File: config.mk
export PLATFORM = sky130hd
export DESIGN_NAME = uart_rx_flat
export DESIGN_NICKNAME = d
export VERILOG_FILES = /design/src/rtl/uart_pkg.sv /design/src/rtl/uart_rx_if.sv /design/src/rtl/uart_rx_sync_2ff.sv /design/src/rtl/uart_rx.sv /design/src/flat_wrapper.sv
export SDC_FILE = /design/constraint.sdc
export NUM_CORES = 1
export LEC_CHECK = 0
export CORE_UTILIZATION = 40
export CTS_BUF_LIST = sky130_fd_sc_hd__clkbuf_4
export DETAILED_ROUTE_END_ITERATION = 7
export DONT_BUFFER_PORTS = 1
export GPL_TIMING_DRIVEN = 0
export REMOVE_ABC_BUFFERS = 1
export SKIP_CTS_REPAIR_TIMING = 1
export SLEW_MARGIN = 15
export SYNTH_ARGS = -nofsm -noshare
export SYNTH_HDL_FRONTEND = slang
export SYNTH_SLANG_ARGS = --single-unit
File: constraint.sdc
create_clock -name clk -period 2.2 [get_ports clk]
set_input_delay 0.44 -clock clk [delete_from_list [all_inputs] [get_ports clk]]
set_output_delay 0.44 -clock clk [all_outputs]
set_load 0.02 [all_outputs]
File: src/rtl/uart_pkg.sv
// Shared types and constants for the 16x-oversampling UART receiver.
// Frame states plus the mid-start and end-of-bit tick thresholds.
package uart_pkg;

  typedef enum logic [2:0] {
    IDLE,
    START,
    DATA,
    STOP,
    BREAK
  } state_t;

  localparam int OVERSAMPLE_DEFAULT = 16;
  localparam int START_MID = OVERSAMPLE_DEFAULT / 2 - 1;
  localparam int BIT_END   = OVERSAMPLE_DEFAULT - 1;

  function automatic int start_mid(input int os);
    return os / 2 - 1;
  endfunction

  function automatic int bit_end(input int os);
    return os - 1;
  endfunction

endpackage

File: src/rtl/uart_rx_if.sv
// Receiver-side bundle: oversample strobe and serial line in,
// received word, status pulses and busy flag out.
interface uart_rx_if #(
  parameter int DATA_BITS = 8
);
  logic                 tick;
  logic                 rx;
  logic [DATA_BITS-1:0] data;
  logic                 data_valid;
  logic                 frame_err;
  logic                 busy;

  modport master (
    output tick,
    output rx,
    input  data,
    input  data_valid,
    input  frame_err,
    input  busy
  );

  modport slave (
    input  tick,
    input  rx,
    output data,
    output data_valid,
    output frame_err,
    output busy
  );
endinterface

File: src/rtl/uart_rx_sync_2ff.sv
// Two-flop synchroniser for an asynchronous single-bit input.
// Both flops reset to RST_VAL so an idle-high line stays quiet.
module sync_2ff #(
  parameter logic RST_VAL = 1'b1
) (
  input  logic clk,
  input  logic rst,
  input  logic d,
  output logic q
);

  logic meta;

  always_ff @(posedge clk) begin
    if (rst) begin
      meta <= RST_VAL;
      q    <= RST_VAL;
    end else begin
      meta <= d;
      q    <= meta;
    end
  end

endmodule

File: src/rtl/uart_rx.sv
// 16x-oversampling 8N1 UART receiver, LSB first, mid-bit sampling.
// Emits one-cycle data_valid / frame_err pulses; BREAK absorbs a held-low line.
import uart_pkg::*;

module uart_rx #(
  parameter int DATA_BITS  = 8,
  parameter int OVERSAMPLE = OVERSAMPLE_DEFAULT
) (
  input logic      clk,
  input logic      rst,
  uart_rx_if.slave bus
);

  localparam int SW = $clog2(OVERSAMPLE);
  localparam int NW = $clog2(DATA_BITS);

  localparam logic [SW-1:0] S_MID = SW'(start_mid(OVERSAMPLE));
  localparam logic [SW-1:0] S_END = SW'(bit_end(OVERSAMPLE));
  localparam logic [NW-1:0] N_END = NW'(DATA_BITS - 1);

  state_t               state_q, state_d;
  logic [SW-1:0]        s_q, s_d;
  logic [NW-1:0]        n_q, n_d;
  logic [DATA_BITS-1:0] sh_q, sh_d;
  logic [DATA_BITS-1:0] data_q, data_d;
  logic                 dv_q, dv_d;
  logic                 fe_q, fe_d;
  logic                 rxs;

  sync_2ff #(
    .RST_VAL(1'b1)
  ) u_sync (
    .clk(clk),
    .rst(rst),
    .d  (bus.rx),
    .q  (rxs)
  );

  always_ff @(posedge clk) begin
    if (rst) begin
      state_q <= IDLE;
      s_q     <= '0;
      n_q     <= '0;
      sh_q    <= '0;
      data_q  <= '0;
      dv_q    <= 1'b0;
      fe_q    <= 1'b0;
    end else begin
      state_q <= state_d;
      s_q     <= s_d;
      n_q     <= n_d;
      sh_q    <= sh_d;
      data_q  <= data_d;
      dv_q    <= dv_d;
      fe_q    <= fe_d;
    end
  end

  always_comb begin
    state_d = state_q;
    s_d     = s_q;
    n_d     = n_q;
    sh_d    = sh_q;
    data_d  = data_q;
    dv_d    = 1'b0;
    fe_d    = 1'b0;
    unique case (state_q)
      IDLE: begin
        if (!rxs) begin
          state_d = START;
          s_d     = '0;
        end
      end
      START: begin
        if (tick_en()) begin
          if (s_q == S_MID) begin
            // Still low at mid-start: a real start bit, not a glitch
            if (!rxs) begin
              state_d = DATA;
              s_d     = '0;
              n_d     = '0;
            end else begin
              state_d = IDLE;
            end
          end else begin
            s_d = s_q + SW'(1);
          end
        end
      end
      DATA: begin
        if (tick_en()) begin
          if (s_q == S_END) begin
            s_d  = '0;
            sh_d = {rxs, sh_q[DATA_BITS-1:1]};
            if (n_q == N_END) begin
              state_d = STOP;
            end else begin
              n_d = n_q + NW'(1);
            end
          end else begin
            s_d = s_q + SW'(1);
          end
        end
      end
      STOP: begin
        if (tick_en()) begin
          if (s_q == S_END) begin
            if (rxs) begin
              data_d  = sh_q;
              dv_d    = 1'b1;
              state_d = IDLE;
            end else begin
              fe_d    = 1'b1;
              state_d = BREAK;
            end
          end else begin
            s_d = s_q + SW'(1);
          end
        end
      end
      BREAK: begin
        if (rxs) begin
          state_d = IDLE;
        end
      end
      default: state_d = IDLE;
    endcase
  end

  always_comb begin
    bus.busy       = (state_q != IDLE);
    bus.data       = data_q;
    bus.data_valid = dv_q;
    bus.frame_err  = fe_q;
  end

  function automatic logic tick_en();
    return bus.tick;
  endfunction

endmodule

File: src/flat_wrapper.sv
// flat-port wrapper written by rule: the top's interface ports become plain ports
module uart_rx_flat 
#(
  parameter int DATA_BITS  = 8,
  parameter int OVERSAMPLE = OVERSAMPLE_DEFAULT
)
  (clk, rst, bus_tick, bus_rx, bus_data, bus_data_valid, bus_frame_err, bus_busy);
  uart_rx_if #(.DATA_BITS(DATA_BITS)) bus_i ();
  input logic clk;
  input logic rst;
  input wire logic [$bits(bus_i.tick)-1:0] bus_tick;
  input wire logic [$bits(bus_i.rx)-1:0] bus_rx;
  output wire logic [$bits(bus_i.data)-1:0] bus_data;
  output wire logic [$bits(bus_i.data_valid)-1:0] bus_data_valid;
  output wire logic [$bits(bus_i.frame_err)-1:0] bus_frame_err;
  output wire logic [$bits(bus_i.busy)-1:0] bus_busy;
  assign bus_i.tick = bus_tick;
  assign bus_i.rx = bus_rx;
  assign bus_data = bus_i.data;
  assign bus_data_valid = bus_i.data_valid;
  assign bus_frame_err = bus_i.frame_err;
  assign bus_busy = bus_i.busy;
  uart_rx #(.DATA_BITS(DATA_BITS), .OVERSAMPLE(OVERSAMPLE)) u_core (.clk(clk), .rst(rst), .bus(bus_i));
endmodule
==> results.py <==
metrics = {
    "critical_path": {
        "arrival_ns": 2.22,
        "critical_path.cell_chain": "xor2_1, a311oi_2, or4b_1, a21oi_1",
        "crit_path_max_fanout": 17,
        "crit_path_end_kind": "flip-flop",
        "criticalPathCategory": "reg2reg",
        "critPathRequiredTime_ns": 2.45,
        "slowest_delay_ns": 0.70,
        "critPathLaunchType": "flip-flop",
        "critPathSlowestCell": "dfxtp_1",
    },
    "logic_synthesis": {
        "synthArstFlopShare_pct": 0,
        "synth_compound_area_share_pct": 11.1,
        "yosys_warnings": 0,
        "synth_area_sq_um": 1400,
        "syn_area_per_cell_sq_um": 9.24,
        "synth_fa_ha_area_share_pct": 2.69,
        "ys_types": 39,
        "ys_ff_latch": 30,
        "synthMuxAreaShare_pct": 12.2,
        "synth_xor_area_share_pct": 1.88,
        "ys_top_cells_by_area": "dfxtp_1, mux2i_1, nor2_1, a21oi_1, ha_1",
        "yosysTopAreaCell": "dfxtp_1",
        "synth_top_family_by_area": "simple AND/OR/NAND/NOR gates",
        "ys.flop_type": "dfxtp_1",
        "synth_edf_count": 0,
        "syn_inst": 151,
        "ys_seq_area_share_pct": 43.0,
        "synth_top_area_share_pct": 43.0,
        "synth_simple_gate_area_share_pct": 24.3,
    },
    "detailed_routing": {
        "vias_per_cell": 5.41,
        "drc": 0,
        "wire_per_inst_um": 12.9,
        "wirelength_um": 2500,
        "drt_iter0_drc": 106,
        "postRouteAntennaNets": 0,
        "dr.pass1.iters": 4,
        "num_vias": 1045,
    },
    "sta": {
        "fin_tns_setup_ns": 0,
        "finalSetupViolations": 0,
        "final-hold-violation-count": 0,
        "skew_ns": 0.0104,
        "tightest_slew_ns": 0.603,
        "slew_headroom_pct": 59.8,
        "period_minus_slack_ns": 1.97,
        "finalCritPeriodShare_pct": 89.5,
        "rsz0062_at_grt": "false",
        "layout_setup_ws_ns": 0.230,
        "report.final.slew_viol_count": 0,
        "max_clock_freq_ghz": 0.508,
        "timing.hold.ws_ns": 0.185,
    },
    "final_layout": {
        "n_antenna_cell": 0,
        "area_delta_synth_final_pct": 3.68,
        "final_common_cell": "dfxtp_1",
        "drive_above_1_share_pct": 8.16,
        "nFillCells": 364,
        "final_cell_mix": "dfxtp_1, nor2_1, mux2i_1",
        "nNetsFinal": 155,
        "postLayoutCellArea_sq_um": 1450,
    },
    "global_routing": {
        "grt-ovfl-total": 0,
        "grt_start_max_net_pins": 35,
        "grt_pass1_vias": 875,
        "met3_usage_pct": 7.14,
        "grt_usage_pct": 14.9,
        "grt_pass1_wl_um": 4000,
        "top_usage_layer": "met2",
        "grtUsageMet2_pct": 21.1,
        "antenna_found_initial": 0,
        "grtUsageMet1_pct": 20.1,
    },
    "power_and_ir_drop": {
        "powerDensity_nw_per_um2": 588,
        "peakVddDrop_uv": 354,
        "power_leakage_nw": 0.561,
        "p_total_mw": 0.851,
    },
    "clocking": {
        "clock_latency_ns": 0.32,
        "htree_levels": 2,
        "clock-sinks": 30,
        "cts_root_buf": "clkbuf_4",
        "numCtsBuffers": 5,
        "cts.clk_slew.worst_paths_ns": 0.09,
        "tritoncts": "done",
        "cts_buffer_depth": 2,
    },
    "die": {
        "core.rowCount": 21,
        "die_w_um": 61.1,
        "initial_utilization_pct": 41.8,
        "io-pin-count": 15,
        "dieArea_sq_um": 3730,
        "core_sq_um": 3340,
        "die_y_um": 61.1,
    },
    "placement": {
        "port_buffers": 0,
        "dp_slack_ns": 0.0377,
        "dp_hpwl_um": 1680,
        "placed_area_sq_um": 1400,
        "gp_congestion": 0.808,
    },
    "min_path": {
        "hp-class": "in2reg",
    },
    "status": {
        "status": "finished clean",
    },
    "flow_run": {
        "maxCapViolations": 0,
    },
}
sequential cells by signal (all words and copies together) (netlist names):
name,cells
u_core.state_q,3
u_core.bus.data_valid,1
u_core.sh_q,8
u_core.s_q,4
u_core.n_q,3
u_core.bus.data,8
u_core.u_sync.q,1
u_core.bus.frame_err,1
u_core.u_sync.meta,1
through the flow:
step / utilization, % / cells
floorplan: - / 140
global placement: 41.9 / 186
detailed placement: 41.9 / 186
CTS: 43.1 / 192
global route: 43.3 / 193
finish: 43.3 / 193
worst max-delay path: cells and delay by family (launching register included):
| kind | cells | cell delay (ns) |
|---|---|---|
| AO/OA/AOI/OAI | 2 | 0.39 |
| XOR/XNOR | 1 | 0.24 |
| flip-flops | 1 | 0.70 |
| AND/OR/NAND/NOR | 1 | 0.57 |
metal layers:
| metal | up-vias | routed length [um] |
|---|---|---|
| met2 | 32 | 1110 |
| met4 | 0 | 29 |
| met3 | 4 | 165 |
| met1 | 476 | 1200 |
| li1 | 533 | - |
| met5 | - | 0 |
cells by family (layout without fill, tap and decap cells):
family / after synthesis / count (layout)
AO/OA/AOI/OAI: 23 / 23
XOR/XNOR: 3 / 3
adder cells (fa/ha/maj): 3 / 3
buffers and inverters: 14 / 10
flip-flops: 30 / 30
multiplexers: 17 / 17
AND/OR/NAND/NOR: 61 / 61
cell usage after synthesis (3+ instances only):
cell       n
dfxtp_1   30
nor2_1    22
mux2i_1   17
a21oi_1    8
nand2b_1   6
nand2_1    5
nand3_1    5
buf_2      4
clkbuf_1   4
a211oi_1   3
ha_1       3
inv_1      3
nand4_1    3
o21ai_0    3
or3_1      3
layout make-up:
class	instances	area [sq um]	share of cell area, %
clock buffer	5	37.5	2.60
clock inverter	1	3.75	0.260
inverter	3	11.3	0.779
multi-input combinational	107	728	50.3
sequential	30	601	41.5
tap	46	57.6	3.98
timing repair buffer	1	7.51	0.519
power breakdown:
group          leakage [nW]  internal (mW)  switching [mW]
logic                 0.294         0.0113          0.0130
clock network        0.0246          0.109           0.167
registers             0.242          0.545         0.00543
worst paths after layout:
path         depth (start not counted)  slack (ns)                            from                    endpoint
max                                  4        0.23  u_core.state_q[0]$_SDFFE_PP0P_  u_core.n_q[2]$_SDFFE_PP0P_
min reg2reg                          1        0.41   u_core.u_sync.meta$_SDFF_PP1_  u_core.u_sync.q$_SDFF_PP1_
max reg2reg                          4        0.23  u_core.state_q[0]$_SDFFE_PP0P_  u_core.n_q[2]$_SDFFE_PP0P_
min                                  1        0.18                             rst  u_core.n_q[0]$_SDFFE_PP0P_
Power figures use the tool's default switching activity.
